[src/rtl/hamming15_pkg.sv]
// hamming15_pkg: shared widths, data-position map, parity masks and FIFO occupancy enum
package hamming15_pkg;
    localparam int DATA_W = 11;
    localparam int CODE_W = 16;
    localparam logic [3:0] DATA_POS [DATA_W] = '{4'd3, 4'd5, 4'd6, 4'd7, 4'd9, 4'd10, 4'd11, 4'd12, 4'd13, 4'd14, 4'd15};
    // Codeword positions covered by p1, p2, p4, p8 (data positions only)
    localparam logic [CODE_W-1:0] P1_MASK = 16'hAAA8;
    localparam logic [CODE_W-1:0] P2_MASK = 16'hCCC8;
    localparam logic [CODE_W-1:0] P4_MASK = 16'hF0E0;
    localparam logic [CODE_W-1:0] P8_MASK = 16'hFE00;
    typedef enum logic [1:0] {
        OCC_EMPTY = 2'd0,
        OCC_ONE   = 2'd1,
        OCC_TWO   = 2'd2
    } occ_e;
endpackage

[src/rtl/hamming15_enc_core.sv]
// hamming15_enc_core: combinational Hamming(15,11) encoder, bit 0 optionally carries even overall parity
module hamming15_enc_core
    import hamming15_pkg::*;
#(
    parameter bit OVERALL_PARITY = 1'b1
) (
    input  logic [DATA_W-1:0] data_in,
    output logic [CODE_W-1:0] code_out
);
    logic [CODE_W-1:0] w_data_pos;
    logic [CODE_W-1:0] w_code_hi;
    always_comb begin
        w_data_pos = '0;
        for (int i = 0; i < DATA_W; i++) w_data_pos[DATA_POS[i]] = data_in[i];
    end
    always_comb begin
        w_code_hi    = w_data_pos;
        w_code_hi[1] = ^(w_data_pos & P1_MASK);
        w_code_hi[2] = ^(w_data_pos & P2_MASK);
        w_code_hi[4] = ^(w_data_pos & P4_MASK);
        w_code_hi[8] = ^(w_data_pos & P8_MASK);
    end
    assign code_out = {w_code_hi[CODE_W-1:1], OVERALL_PARITY ? ^w_code_hi[CODE_W-1:1] : 1'b0};
endmodule

[src/rtl/hamming15_enc.sv]
// hamming15_enc: valid/ready Hamming(15,11) encoder with a 2-entry output FIFO and delivery counter
module hamming15_enc
    import hamming15_pkg::*;
#(
    parameter bit OVERALL_PARITY = 1'b1
) (
    input  logic              clk,
    input  logic              reset_n,
    input  logic [DATA_W-1:0] data_in,
    input  logic              in_valid,
    output logic              in_ready,
    output logic [CODE_W-1:0] code_out,
    output logic              out_valid,
    input  logic              out_ready,
    output logic [7:0]        enc_count
);
    occ_e              r_occ;
    logic [CODE_W-1:0] r_head;
    logic [CODE_W-1:0] r_tail;
    logic [7:0]        r_count;
    logic [CODE_W-1:0] w_code;
    logic              w_push;
    logic              w_pop;

    hamming15_enc_core #(.OVERALL_PARITY(OVERALL_PARITY)) u_core (
        .data_in  (data_in),
        .code_out (w_code)
    );

    // in_ready is gated by reset_n so it reads 0 while reset is held
    assign in_ready  = reset_n && (r_occ != OCC_TWO);
    assign out_valid = r_occ != OCC_EMPTY;
    assign code_out  = r_head;
    assign enc_count = r_count;
    assign w_push    = in_valid && in_ready;
    assign w_pop     = out_valid && out_ready;

    always_ff @(posedge clk or negedge reset_n) begin
        if (!reset_n) begin
            r_occ   <= OCC_EMPTY;
            r_head  <= '0;
            r_tail  <= '0;
            r_count <= '0;
        end else begin
            if (w_pop) r_count <= r_count + 8'd1;
            case (r_occ)
                OCC_EMPTY: if (w_push) begin
                    r_head <= w_code;
                    r_occ  <= OCC_ONE;
                end
                OCC_ONE: begin
                    if (w_push && w_pop) r_head <= w_code;
                    if (w_push && !w_pop) r_tail <= w_code;
                    if (w_push != w_pop) r_occ <= w_push ? OCC_TWO : OCC_EMPTY;
                end
                OCC_TWO: if (w_pop) begin
                    r_head <= r_tail;
                    r_occ  <= OCC_ONE;
                end
                default: r_occ <= OCC_EMPTY;
            endcase
        end
    end
endmodule
[config.mk]
export PLATFORM = sky130hd
export DESIGN_NAME = hamming15_enc
export DESIGN_NICKNAME = d
export VERILOG_FILES = /design/src/rtl/hamming15_pkg.sv /design/src/rtl/hamming15_enc_core.sv /design/src/rtl/hamming15_enc.sv
export SDC_FILE = /design/constraint.sdc
export NUM_CORES = 1
export LEC_CHECK = 0
export CORE_UTILIZATION = 55
export DETAILED_ROUTE_END_ITERATION = 10
export GPL_ROUTABILITY_DRIVEN = 0
export HOLD_SLACK_MARGIN = 0.03
export PLACE_DENSITY = 0.91
export RECOVER_POWER = 100
export SYNTH_ARGS = -nofsm -noshare
export SYNTH_HDL_FRONTEND = slang
export SYNTH_SLANG_ARGS = --single-unit
[constraint.sdc]
create_clock -name clk -period 6.95 [get_ports clk]
set_clock_uncertainty 0.15 [all_clocks]
set_input_delay 0.695 -clock clk [delete_from_list [all_inputs] [get_ports clk]]
set_output_delay 0.695 -clock clk [all_outputs]
set_load 0.05 [all_outputs]
=== Word-level counts from Yosys, hierarchy flattened ===
Cells that the tools add are included.

* $add $sub $neg: 1
* Equality and inequality tests: 8
* Mux-type cells: 9
* Reduce and logical (&&, ||, !) cells: 17

{| class="wikitable"
|+ Operator list
! operator !! count
|-
| $reduce_xor A16 Y1 || 4
|-
| $mux W16 || 3
|-
| $pmux W16 S3 || 1
|-
| $reduce_xor A15 Y1 || 1
|-
| $ne A2 B2 Y1 const B || 5
|-
| $add A8 B1 Y8 const B || 1
|-
| $mux W2 || 4
|-
| $pmux W2 S3 || 1
|-
| $logic_and A1 B1 Y1 || 5
|-
| $reduce_and A4 Y1 || 1
|-
| $reduce_and A3 Y1 || 1
|-
| $reduce_bool A3 Y1 || 1
|-
| $eq A2 B1 Y1 const B || 1
|-
| $eq A2 B2 Y1 const B || 1
|-
| $logic_not A2 Y1 || 1
|-
| $reduce_and A2 Y1 || 1
|-
| $reduce_bool A2 Y1 || 1
|-
| $logic_not A1 Y1 || 1
|-
| $ne A1 B1 Y1 || 1
|}

* Flip-flop bits (word level): 42
* Input port bits: 15
* Output and inout bits: 26
* Word-level logic and storage cells: 39

=== Depth between registers and ports, before layout ===
Gate-level depths: netlist of the first run.

* Word-level depth: 6
* Gate-level depth with buffers: 11
* Depth with buffers taken out: 8

=== By module ===
Synthesis of the first run repeated with hierarchy kept, for this count alone.

* Cells, all modules: 164
* Area total of the unflattened synthesis: 2324.7 µm²

{| class="wikitable"
|+ Modules (own cells, without submodules)
! module !! times used !! cells each !! area an instance (µm²) !! seq. area each (µm²)
|-
| hamming15_enc || 1 || 136 || 2028.2 || 1051.0
|-
| hamming15_enc_core || 1 || 28 || 296.5 || 0.0
|}

=== Worst setup path before layout of the first run ===
No wires, ideal clock.

* Path kind: register -> register
* Start: register r_occ[1]
* End: register r_head[10] (netlist: code_out[10])
* Library setup time: 0.084 ns
* Arrival time: 2.339 ns
* Slack: 4.378 ns
* Stages on the path, launching flop included: 12
* Clock period less this slack: 2.572 ns
* Path through: dfrtp_1 -> nor2b_1 -> buf_6 -> clkbuf_1 -> nor2_1 -> ha_1 -> nand2_1 -> a21oi_1 -> a21oi_1 -> clkbuf_1 -> nand2_1 -> o21ai_0

* Longest elaborated chain between the ends: 6
* Elaborated cells between the ends (all ways): 15
* Classes of those cells: eq/ne (6); mux (1); reduce/logical (8)

{| class="wikitable"
|+ Ends and longest elaborated chain
! element !! RTL line !! text
|-
| start: declaration || hamming15_enc.sv:17 || <nowiki>occ_e r_occ;</nowiki>
|-
| start signal: assignment || hamming15_enc.sv:54 || <nowiki>if (w_push != w_pop) r_occ <= w_push ? OCC_TWO : OCC_EMPTY;</nowiki>
|-
| $ne A2 B2 Y1 || hamming15_enc.sv:31 || <nowiki>assign in_ready = reset_n && (r_occ != OCC_TWO);</nowiki>
|-
| $logic_and A1 B1 Y1 || hamming15_enc.sv:31 ||
|-
| $logic_and A1 B1 Y1 || hamming15_enc.sv:35 || <nowiki>assign w_push = in_valid && in_ready;</nowiki>
|-
| $logic_and A1 B1 Y1 || hamming15_enc.sv:52 || <nowiki>if (w_push && w_pop) r_head <= w_code;</nowiki>
|-
| $ne A2 B2 Y1 (no line) || - ||
|-
| $reduce_and A4 Y1 (no line) || - ||
|-
| end signal: assignment || hamming15_enc.sv:48 || <nowiki>r_head <= w_code;</nowiki>
|-
| end signal: assignment || hamming15_enc.sv:52 ||
|-
| end signal: assignment || hamming15_enc.sv:57 || <nowiki>r_head <= r_tail;</nowiki>
|-
| end: declaration || hamming15_enc.sv:18 || <nowiki>logic [CODE_W-1:0] r_head;</nowiki>
|}

Several ways; a longest one is shown, not always the timed one.
A chain may end at the register's enable or synchronous reset.

=== Worst setup path after layout of the first run ===
* Start: input reset_n
* End: output in_ready

* Longest elaborated chain between the ends: 1

{| class="wikitable"
|+ Ends and longest elaborated chain
! element !! RTL line !! text
|-
| start: declaration || hamming15_enc.sv:8 || <nowiki>input logic reset_n,</nowiki>
|-
| $logic_and A1 B1 Y1 || hamming15_enc.sv:31 ||
|-
| end: declaration || hamming15_enc.sv:11 || <nowiki>output logic in_ready,</nowiki>
|}

No other way between the ends.

==> results of run 1 <==
power groups by stage:
stage | sequential [mW] | clock, mW | combinational (mW)
CTS | 0.420 | 0.231 | 0.578
global placement | 0.415 | 0 | 0.558
finish | 0.418 | 0.227 | 0.549
floorplan | 0.610 | 0 | 0.203
detailed placement | 0.425 | 0 | 0.575
global route | 0.430 | 0.240 | 0.586
final timing paths:
kind	endpoint	slack (ns)	cells after the start
min	enc_count[7]	0.32	1
min in group asynchronous	enc_count[5]	0.92	1
max	in_ready	2.71	3
max reg2reg	code_out[7]	3.33	7
min reg2reg	enc_count[7]	0.32	1
max in group asynchronous	r_tail[0]	4.45	1
area by class of cell:
type / count / area [sq um]
Clock buffer: 5 / 68.82
Clock inverter: 3 / 68.82
Fill cell: 237 / 825.8
Timing Repair Buffer: 41 / 401.6
Sequential cell: 42 / 1051
Multi-Input combinational cell: 123 / 960.9
Tap cell: 46 / 57.56
Inverter: 2 / 7.507
logic make-up after synthesis:
family / count (synthesis)
AOI/OAI and AO/OA: 26
xor gates and xnor gates: 25
adders and majority gates: 3
buffers and inverters: 9
DFF: 42
muxes: 28
and+or+nand+nor: 41
cell usage in the layout, fill, tap and decap left out:
| cell | n |
|---|---|
| mux2_2 | 17 |
| mux2i_1 | 11 |
| inv_1 | 2 |
| clkdlybuf4s50_1 | 12 |
| nand2_1 | 27 |
| nand3_1 | 3 |
| xnor2_1 | 14 |
| a21o_1 | 2 |
| dlygate4sd3_1 | 27 |
| clkinv_4 | 1 |
| buf_4 | 1 |
| nor2_1 | 4 |
| clkbuf_1 | 1 |
| nor2b_1 | 1 |
| xor2_1 | 5 |
| bufinv_16 | 2 |
| dfrtp_1 | 42 |
| a21oi_1 | 4 |
| xnor3_2 | 2 |
| nor2b_2 | 1 |
| ha_1 | 3 |
| and3_1 | 1 |
| nor4b_1 | 1 |
| clkbuf_8 | 5 |
| or2_2 | 1 |
| o21ai_0 | 20 |
| xnor3_1 | 4 |
| nand3b_1 | 2 |
per-stage QoR:
step                setup WS [ns]  hold slack, ns  utilization [%]
finish                      2.706          0.3219            76.01
global route                2.232          0.3533            76.01
CTS                         3.632          0.3325            76.15
detailed placement          3.533          0.3164            72.16
global placement            3.645          0.3127            72.16
floorplan                   4.378          0.2494                -
metal layers:
metal | GRT usage, % | routed length (um)
met5 | 0 | 0
met4 | 7.849 | 48
met3 | 4.348 | 145
met2 | 39.25 | 2052
met1 | 24.42 | 1573
flip-flops by register name, summed over array words and instances, names as in the netlist:
| name | count |
|---|---|
| code_out | 16 |
| enc_count | 8 |
| r_occ | 2 |
| r_tail | 16 |
synth_stat cells:
master	count
xor2_1	5
clkbuf_1	6
and3_1	1
xnor3_2	2
xnor2_1	14
buf_6	1
nor4b_1	1
dfrtp_1	42
a21o_1	2
nand3b_1	2
o21ai_0	19
nor2_1	4
mux2i_1	11
nand2_1	27
o21ai_1	1
nor2b_1	2
ha_1	3
mux2_2	17
or2_2	1
xnor3_1	4
a21oi_1	4
inv_1	2
nand3_1	3
==> key figures, run 1 <==
Run status
  – Status: complete, but fails checks
  – Failing checks: max-capacitance violations, max-slew violations

Power
  – Net Sw Power: 0.4949 mW
  – Leak: 1.210 nW
  – Internal power: 0.6997 mW
  – Total chip power: 1.195 mW
  – Cell Pwr Density: 456.6 mW/mm^2
  – Sw Ratio: 41.43%
  – Maximum VDD drop: 0.0002752 V
  – Clock share of power: 19.0%
  – Comb pwr share: 46.0%
  – Sequential share of power: 35.0%

Timing
  – Final setup fails: 0
  – Tcrit/Tclk final: 61.07%
  – RSZ-0062 raised after global routing: false
  – Slew HR: -49.97%
  – Fmax: 235.6 MHz
  – Final worst path period need: 4.244 ns
  – Slew @ Worst Pin: 2.249 ns
  – Final Hold Viols: 0
  – Final TNS setup: 0 ns
  – Slew Viols, Final: 75

Drt
  – Drt pass-1 iters: 4
  – Wire per inst: 14.58 um
  – DRT iter0 DRCs: 100
  – Routed Antenna Nets: 0
  – Vias: 1412
  – Routed vias/inst: 5.389
  – Drt drc: 0
  – Drt total wl: 3821 um

Finish
  – Area grow syn2layout: 27.58%
  – Design Area, Final: 0.002616 sq mm
  – Non-filler cells in the finished layout: 262
  – Antenna cell count: 0
  – Final net count: 233
  – Share of post-route cells with drive strength above 1: 13.89%

Synthesis
  – Ys Warns: 0
  – Synth Cell Area: 0.002051 sq mm
  – Syn nets: 192
  – Yosys top cell area share: 51.25%
  – Leading area contributor after synthesis: dfrtp_1
  – Post-synth cell types: 23
  – Adder-cell share of the synthesized area: 1.830%
  – Xor/xnor share of the synthesized area: 14.83%
  – Synth area leaders: dfrtp_1, mux2_2, xnor2_1
  – Mean Syn Cell Area: 11.79 sq um
  – Post-Synth Simple-Gate Area: 8.786%
  – Portion of netlist area occupied by mux cells: 14.70%
  – Syn Inst Count: 174
  – Largest family of logic cells by synthesized area: XOR/XNOR gates
  – Register area share after synthesis: 51.25%
  – Synth Area in Compound Gates: 6.589%
  – Synth Register Bits: 42

Setup path
  – Max FO, Critical Path: 45
  – Worst R2R Start: r_occ[0]
  – CP startpoint kind: input port
  – Critical Path AT: 3.40 ns
  – Crit. End Element: output port
  – Slowest stage delay, CP: 1.58 ns
  – CP top delay family: buffers and inverters
  – Crit path launch: reset_n
  – Crit-path slowest cell: clkbuf_1
  – Kind of critical path: input port to output port
  – WP buf/inv: 2
  – Critical path data required time: 6.11 ns
  – Crit-path cells: clkbuf_1 > nor2b_1 > dlygate4sd3_1

Clocking
  – CTS tree: done
  – CTS Sinks: 42
  – Htree depth: 2
  – Cts repair resizes: 0
  – CTS max path bufs: 2
  – Post-CTS Setup Bufs: 0
  – Num CTS Buffers: 5
  – Root Buffer: clkbuf_8
  – Clock-pin slew on the worst setup and hold paths: 0.08 ns
  – Worst skew pair latency: 0.29 ns
  – # hold bufs at CTS: 0

Floorplan
  – Ports: 41
  – Row count: 21
  – Core ar.: 0.003442 sq mm
  – DIE AREA: 0.003977 sq mm
  – Die Height: 63.06 um
  – Die width: 63.06 um
  – Initial Util: 59.58%

Job
  – Maxcap violations: 2

Min path
  – Min-delay src: enc_count[7]
  – Worst min path class: flip-flop to flip-flop

Global routing
  – Antenna violations before repair: 0
  – First-pass GRT wire length: 6486 um
  – GR Util All Layers: 21.45%
  – Largest net degree at the start of global routing: 46
  – Grt ovf: 0
  – Vias in the first global route: 1421

Placement
  – Placed cells: 254
  – Buffers on Ports: 40
  – Dpl cell area: 0.002484 sq mm
  – HPWL Detailed: 2649 um
No activity file was read; power rests on OpenSTA's default activity.
==> run 2: changes to the inputs <==
--- a/config.mk
+++ b/config.mk
@@ -5,11 +5,11 @@
 export SDC_FILE = /design/constraint.sdc
 export NUM_CORES = 1
 export LEC_CHECK = 0
-export CORE_UTILIZATION = 55
+export CORE_UTILIZATION = 46
 export DETAILED_ROUTE_END_ITERATION = 10
 export GPL_ROUTABILITY_DRIVEN = 0
 export HOLD_SLACK_MARGIN = 0.03
-export PLACE_DENSITY = 0.91
+export PLACE_DENSITY = 0.82
 export RECOVER_POWER = 100
 export SYNTH_ARGS = -nofsm -noshare
 export SYNTH_HDL_FRONTEND = slang
==> constraint.sdc (replaced) <==
create_clock -name clk -period 3.7 [get_ports clk]
set_clock_uncertainty 0.15 [all_clocks]
set_input_delay 0.37 -clock clk [delete_from_list [all_inputs] [get_ports clk]]
set_output_delay 0.37 -clock clk [all_outputs]
set_load 0.05 [all_outputs]
==> run 2 against run 1 <==
The flow now finishes without violations. Die area grew 19%. Sequential share of layout area grew 0.12 points. Wire length shrank 2.9%. Critical endpoint unchanged. Clock power grew 54%. Clock-buffer cell count grew 2. Critical path type is now flip-flop to output port.
==> key figures, run 2 (synthesized netlist as in run 1, its figures left out) <==
Timing
  – Slew HR: 40.46%
  – Final setup margin: 1.030 ns
  – Final setup fails: 0
  – RSZ-0062 raised after global routing: false
  – Final Hold Viols: 0
  – Tcrit/Tclk final: 72.17%
  – Fmax: 374.5 MHz
  – Slew @ Worst Pin: 0.8905 ns
  – Final worst path period need: 2.670 ns
  – Slew Viols, Final: 0
  – Final TNS setup: 0 ns

Floorplan
  – Die Height: 68.77 um
  – DIE AREA: 0.004729 sq mm
  – Ports: 41
  – Die width: 68.77 um
  – Initial Util: 49.49%
  – Row count: 23
  – Core ar.: 0.004144 sq mm

Finish
  – Area grow syn2layout: 27.21%
  – Non-filler cells in the finished layout: 268
  – Share of post-route cells with drive strength above 1: 14.22%
  – Antenna cell count: 0
  – Final net count: 235
  – Most common cell after layout, fill and taps aside: dfrtp_1
  – Commonest cells after routing, fill and taps aside: dfrtp_1, nand2_1, dlygate4sd3_1

Setup path
  – Crit-path slowest cell: dlygate4sd3_1
  – Max FO, Critical Path: 24
  – Kind of critical path: flip-flop to output port
  – CP startpoint kind: flip-flop
  – Critical path data required time: 3.18 ns
  – Slowest stage delay, CP: 0.87 ns
  – CP Depth: 4
  – Worst r2r path cells: 8
  – Crit-path cells: nor2b_2 > buf_4 > nor2b_1 > dlygate4sd3_1
  – CP top delay family: buffers and inverters
  – Critical Path AT: 2.15 ns
  – WP buf/inv: 2
  – Crit. End Element: output port

Power
  – Clock share of power: 16.2%
  – Net Sw Power: 0.9073 mW
  – Comb pwr share: 47.7%
  – Leak: 1.204 nW
  – Sw Ratio: 42.07%
  – Internal power: 1.249 mW
  – Cell Pwr Density: 826.6 mW/mm^2
  – Maximum VDD drop: 0.0003635 V
  – Sequential share of power: 36.1%

Clocking
  – Htree depth: 2
  – CTS max path bufs: 2
  – CTS Sinks: 42
  – Worst skew pair latency: 0.29 ns
  – CTS tree: done
  – Root Buffer: clkbuf_8
  – Num CTS Buffers: 5
  – Post-CTS Setup Bufs: 0
  – Cts repair resizes: 0
  – Clock-pin slew on the worst setup and hold paths: 0.07 ns
  – # hold bufs at CTS: 0

Global routing
  – GR Util All Layers: 17.50%
  – Antenna violations before repair: 0
  – First-pass GRT wire length: 5823 um
  – Vias in the first global route: 1281
  – Grt ovf: 0
  – Largest net degree at the start of global routing: 45

Drt
  – Drt total wl: 3710 um
  – Routed vias/inst: 5.078
  – Wire per inst: 13.84 um
  – Drt drc: 0
  – Vias: 1361
  – Routed Antenna Nets: 0
  – Drt pass-1 iters: 5
  – DRT iter0 DRCs: 63

Job
  – Maxcap violations: 0

Min path
  – Worst min path class: input port to asynchronous set/reset pin

Placement
  – Placed cells: 260
  – DP Worst Slack: 0.7236 ns
  – Buffers on Ports: 40
  – HPWL Detailed: 2637 um

Run status
  – Status: complete, no violations
## run 2: cell count changes in the layout (fill, tap and decap cells not counted), sizes merged
cell and delta:
bufinv -1, clkbuf +2, clkinv -1, buf +2
## run 2: power groups by stage
stage	sequential, mW	clock [mW]	combinational (mW)
floorplan	1.14	0	0.381
detailed placement	0.793	0	1.08
CTS	0.785	0.362	1.08
global placement	0.780	0	1.06
global route	0.806	0.376	1.10
finish	0.779	0.349	1.03
## run 2: metrics by stage
step / util (%) / area [sq um] / hold WS, ns / total power [mW]
floorplan: - / 2051 / -0.07559 / 1.526
global placement: 60.42 / 2504 / 0.3106 / 1.838
detailed placement: 60.42 / 2504 / 0.3123 / 1.870
CTS: 62.98 / 2610 / 0.03249 / 2.228
global route: 62.95 / 2609 / 0.1258 / 2.282
finish: 62.95 / 2609 / 0.03797 / 2.156
## run 2: cell type report
cell class,count,area (sq um)
fill,348,1535
clock inverter,1,30.03
inverter,2,7.507
sequential,42,1051
multi-input combinational,123,964.7
tap,50,62.56
timing repair buffer,43,416.7
clock buffer,7,76.32
## run 2: path summary, 6_finish.rpt
kind | slack, ns | startpoint | endpoint
min in group clk | 0.32 | enc_count[7] | enc_count[7]
max in group asynchronous | 2.98 | reset_n | r_occ[0]
hold reg to reg | 0.32 | enc_count[7] | enc_count[7]
setup / recovery | 1.03 | r_occ[1] | in_ready
hold / removal | 0.04 | reset_n | r_tail[1]
setup reg to reg | 1.03 | r_occ[0] | code_out[7]
## run 2: worst register-to-register path, cell delays in order (launching register included)
cell and delay, ns:
dfrtp_1 0.45, o21ai_0 0.52, inv_1 0.15, ha_1 0.23, nand2_1 0.07, a21oi_1 0.07
a21oi_2 0.50, buf_4 0.30, o21ai_0 0.11
## run 2: layer usage
metal	track usage, %	share of wire [%]	vias up
li1	-	-	676
met2	30.02	51	30
met1	19.81	43	647
met3	3.618	3.7	8
met4	10.97	2.5	0
met5	0	0	-
==> run 3: changes to the inputs <==
==> constraint.sdc (replaced) <==
create_clock -name clk -period 2.4 [get_ports clk]
set_clock_uncertainty 0.15 [all_clocks]
set_input_delay 0.24 -clock clk [delete_from_list [all_inputs] [get_ports clk]]
set_output_delay 0.24 -clock clk [all_outputs]
set_load 0.05 [all_outputs]
==> run 3 against run 2 <==
Wire length up 9.3%. Power is 59% higher. Worst hold slack improved by 0.18 ns. Sequential power rose by 54%. Global-route usage up 1.6 points. Clock power grew 56%. First-iteration DRC count is the same. Sequential share of layout area down 2.7 points. Clock-buffer cell count unchanged. Die area stayed put. Largest cell class unchanged.
==> key figures, run 3 (synthesized netlist as in run 1, its figures left out) <==
Power
  – Leak: 1.329 nW
  – Total chip power: 3.420 mW
  – Maximum VDD drop: 0.0006847 V
  – Cell Pwr Density: 1223 mW/mm^2

Clocking
  – CTS max path bufs: 2
  – Clock-pin slew on the worst setup and hold paths: 0.08 ns
  – CTS Sinks: 42
  – Worst skew pair latency: 0.30 ns
  – Root Buffer: clkbuf_8
  – Htree depth: 2
  – Num CTS Buffers: 5
  – CTS tree: done

Setup path
  – Worst r2r path cells: 6
  – Slowest stage delay, CP: 0.49 ns
  – CP top delay family: XOR/XNOR gates
  – Crit-path slowest cell: clkdlybuf4s50_1
  – Critical Path AT: 2.37 ns
  – Max FO, Critical Path: 2
  – WP buf/inv: 1
  – CP startpoint kind: input port
  – Crit. End Element: flip-flop
  – CP Depth: 6
  – Critical path destination: code_out[0]
  – Worst R2R Start: r_occ[0]
  – Crit path launch: data_in[0]
  – Worst R2R End: r_tail[0]
  – Worst R2R Setup Slack: 0.21 ns
  – Critical path data required time: 2.43 ns
  – Kind of critical path: input port to flip-flop
  – Crit-path cells: clkdlybuf4s50_1 > xnor3_2 > xnor3_2 > xnor3_1 > mux2_2 > mux2_2

Finish
  – Share of post-route cells with drive strength above 1: 23.01%
  – Final Util: 67.48%
  – Most common cell after layout, fill and taps aside: dfrtp_1
  – Final net count: 256
  – Commonest cells after routing, fill and taps aside: dfrtp_1, nand2_1, dlygate4sd3_1
  – Antenna cell count: 0
  – Area grow syn2layout: 36.36%
  – Design Area, Final: 0.002796 sq mm

Global routing
  – Largest net degree at the start of global routing: 44
  – GR Util All Layers: 19.15%
  – Vias in the first global route: 1382
  – Grt ovf: 0
  – Antenna violations before repair: 0
  – First-pass GRT wire length: 6341 um

Timing
  – Slew @ Worst Pin: 0.5348 ns
  – Final setup fails: 0
  – Final worst path period need: 2.338 ns
  – Worst hold margin: 0.2154 ns
  – Fmax: 427.8 MHz
  – Slew HR: 64.35%
  – Tcrit/Tclk final: 97.40%
  – RSZ-0062 raised after global routing: false
  – Slew Viols, Final: 0
  – Final Hold Viols: 0

Floorplan
  – Die width: 68.77 um
  – Die Height: 68.77 um
  – Ports: 41
  – Core ar.: 0.004144 sq mm
  – Initial Util: 49.49%
  – Row count: 23
  – DIE AREA: 0.004729 sq mm

Placement
  – Buffers on Ports: 40
  – HPWL Detailed: 2854 um
  – Dpl cell area: 0.002641 sq mm

Drt
  – Routed Antenna Nets: 0
  – DRT iter0 DRCs: 63
  – Routed vias/inst: 5.093
  – Drt total wl: 4055 um
  – Drt drc: 0
  – Vias: 1472
  – Wire per inst: 14.03 um
  – Drt pass-1 iters: 2

Min path
  – Worst min path class: input port to flip-flop

Job
  – Maxcap violations: 0

Run status
  – Status: complete, no violations
==> run 3: cell types whose count changed in the layout (fill, tap and decap cells not counted), moves of 2 or more <==
cell / before / now
xnor2_1: 14 / 12
buf_4: 3 / 20
clkbuf_2: 0 / 2
xnor2_2: 0 / 2
==> run 3: metrics by stage <==
step / TNS, ns / worst slack (ns) / instances
after floorplan: 0 / 0.1620 / 174
after global placement: -0.2774 / -0.2598 / 277
after detailed placement: -0.3489 / -0.3041 / 277
after CTS: 0 / 0.009127 / 286
after global routing: 0 / 0.005170 / 289
final: 0 / 0.06243 / 289
==> run 3: worst register-to-register path, cell delays in order (launching register included) <==
cell and delay (ns):
dfrtp_1 0.45, o21ai_0 0.24, clkbuf_1 0.24, ha_1 0.20
nand3b_1 0.09, clkbuf_2 0.33, mux2_2 0.38
==> run 3: worst min path at each step <==
stage / depth (start not counted) / from / endpoint / slack, ns
after floorplan: 0 / reset_n / code_out[0] / -0.21
after global placement: 2 / reset_n / r_tail[1] / 0.23
after detailed placement: 2 / reset_n / r_tail[15] / 0.24
after CTS: 2 / code_out[12] / code_out[12] / 0.34
after global routing: 2 / data_in[3] / r_tail[7] / 0.24
final: 2 / data_in[3] / r_tail[7] / 0.22
==> run 3: final cells by class <==
type / count / area (sq um)
Tap cell: 50 / 62.56
Clock inverter: 1 / 30.03
Sequential cell: 42 / 1051
Fill cell: 324 / 1348
Timing Repair Buffer: 64 / 581.8
Inverter: 2 / 7.507
Multi-Input combinational cell: 123 / 987.2
Clock buffer: 7 / 76.32
==> run 3: power by group <==
part           switching, mW  total [mW]  leakage (nW)  internal [mW]
clock network          0.233       0.544        0.0524          0.311
logic                   1.01        1.68         0.755          0.664
registers              0.183        1.20         0.521           1.02
total                   1.43        3.42          1.33           1.99
==> run 3: routing by layer <==
layer / vias to the layer above / GRT usage (%) / routed length (um)
li1: 716 / - / -
met1: 719 / 22.63 / 1833
met2: 28 / 31.86 / 1976
met3: 9 / 5.428 / 164
met4: 0 / 9.439 / 80
met5: - / 0 / 0
==> run 3: repair_timing <==
action / in CTS / in global routing
gates resized for setup: 1 / 3
hold endpoints to repair: 42 / 0
hold buffers: 1 / 0
setup buffers: 0 / 3
pin swaps: 0 / 5
setup endpoints to repair: 1 / 1
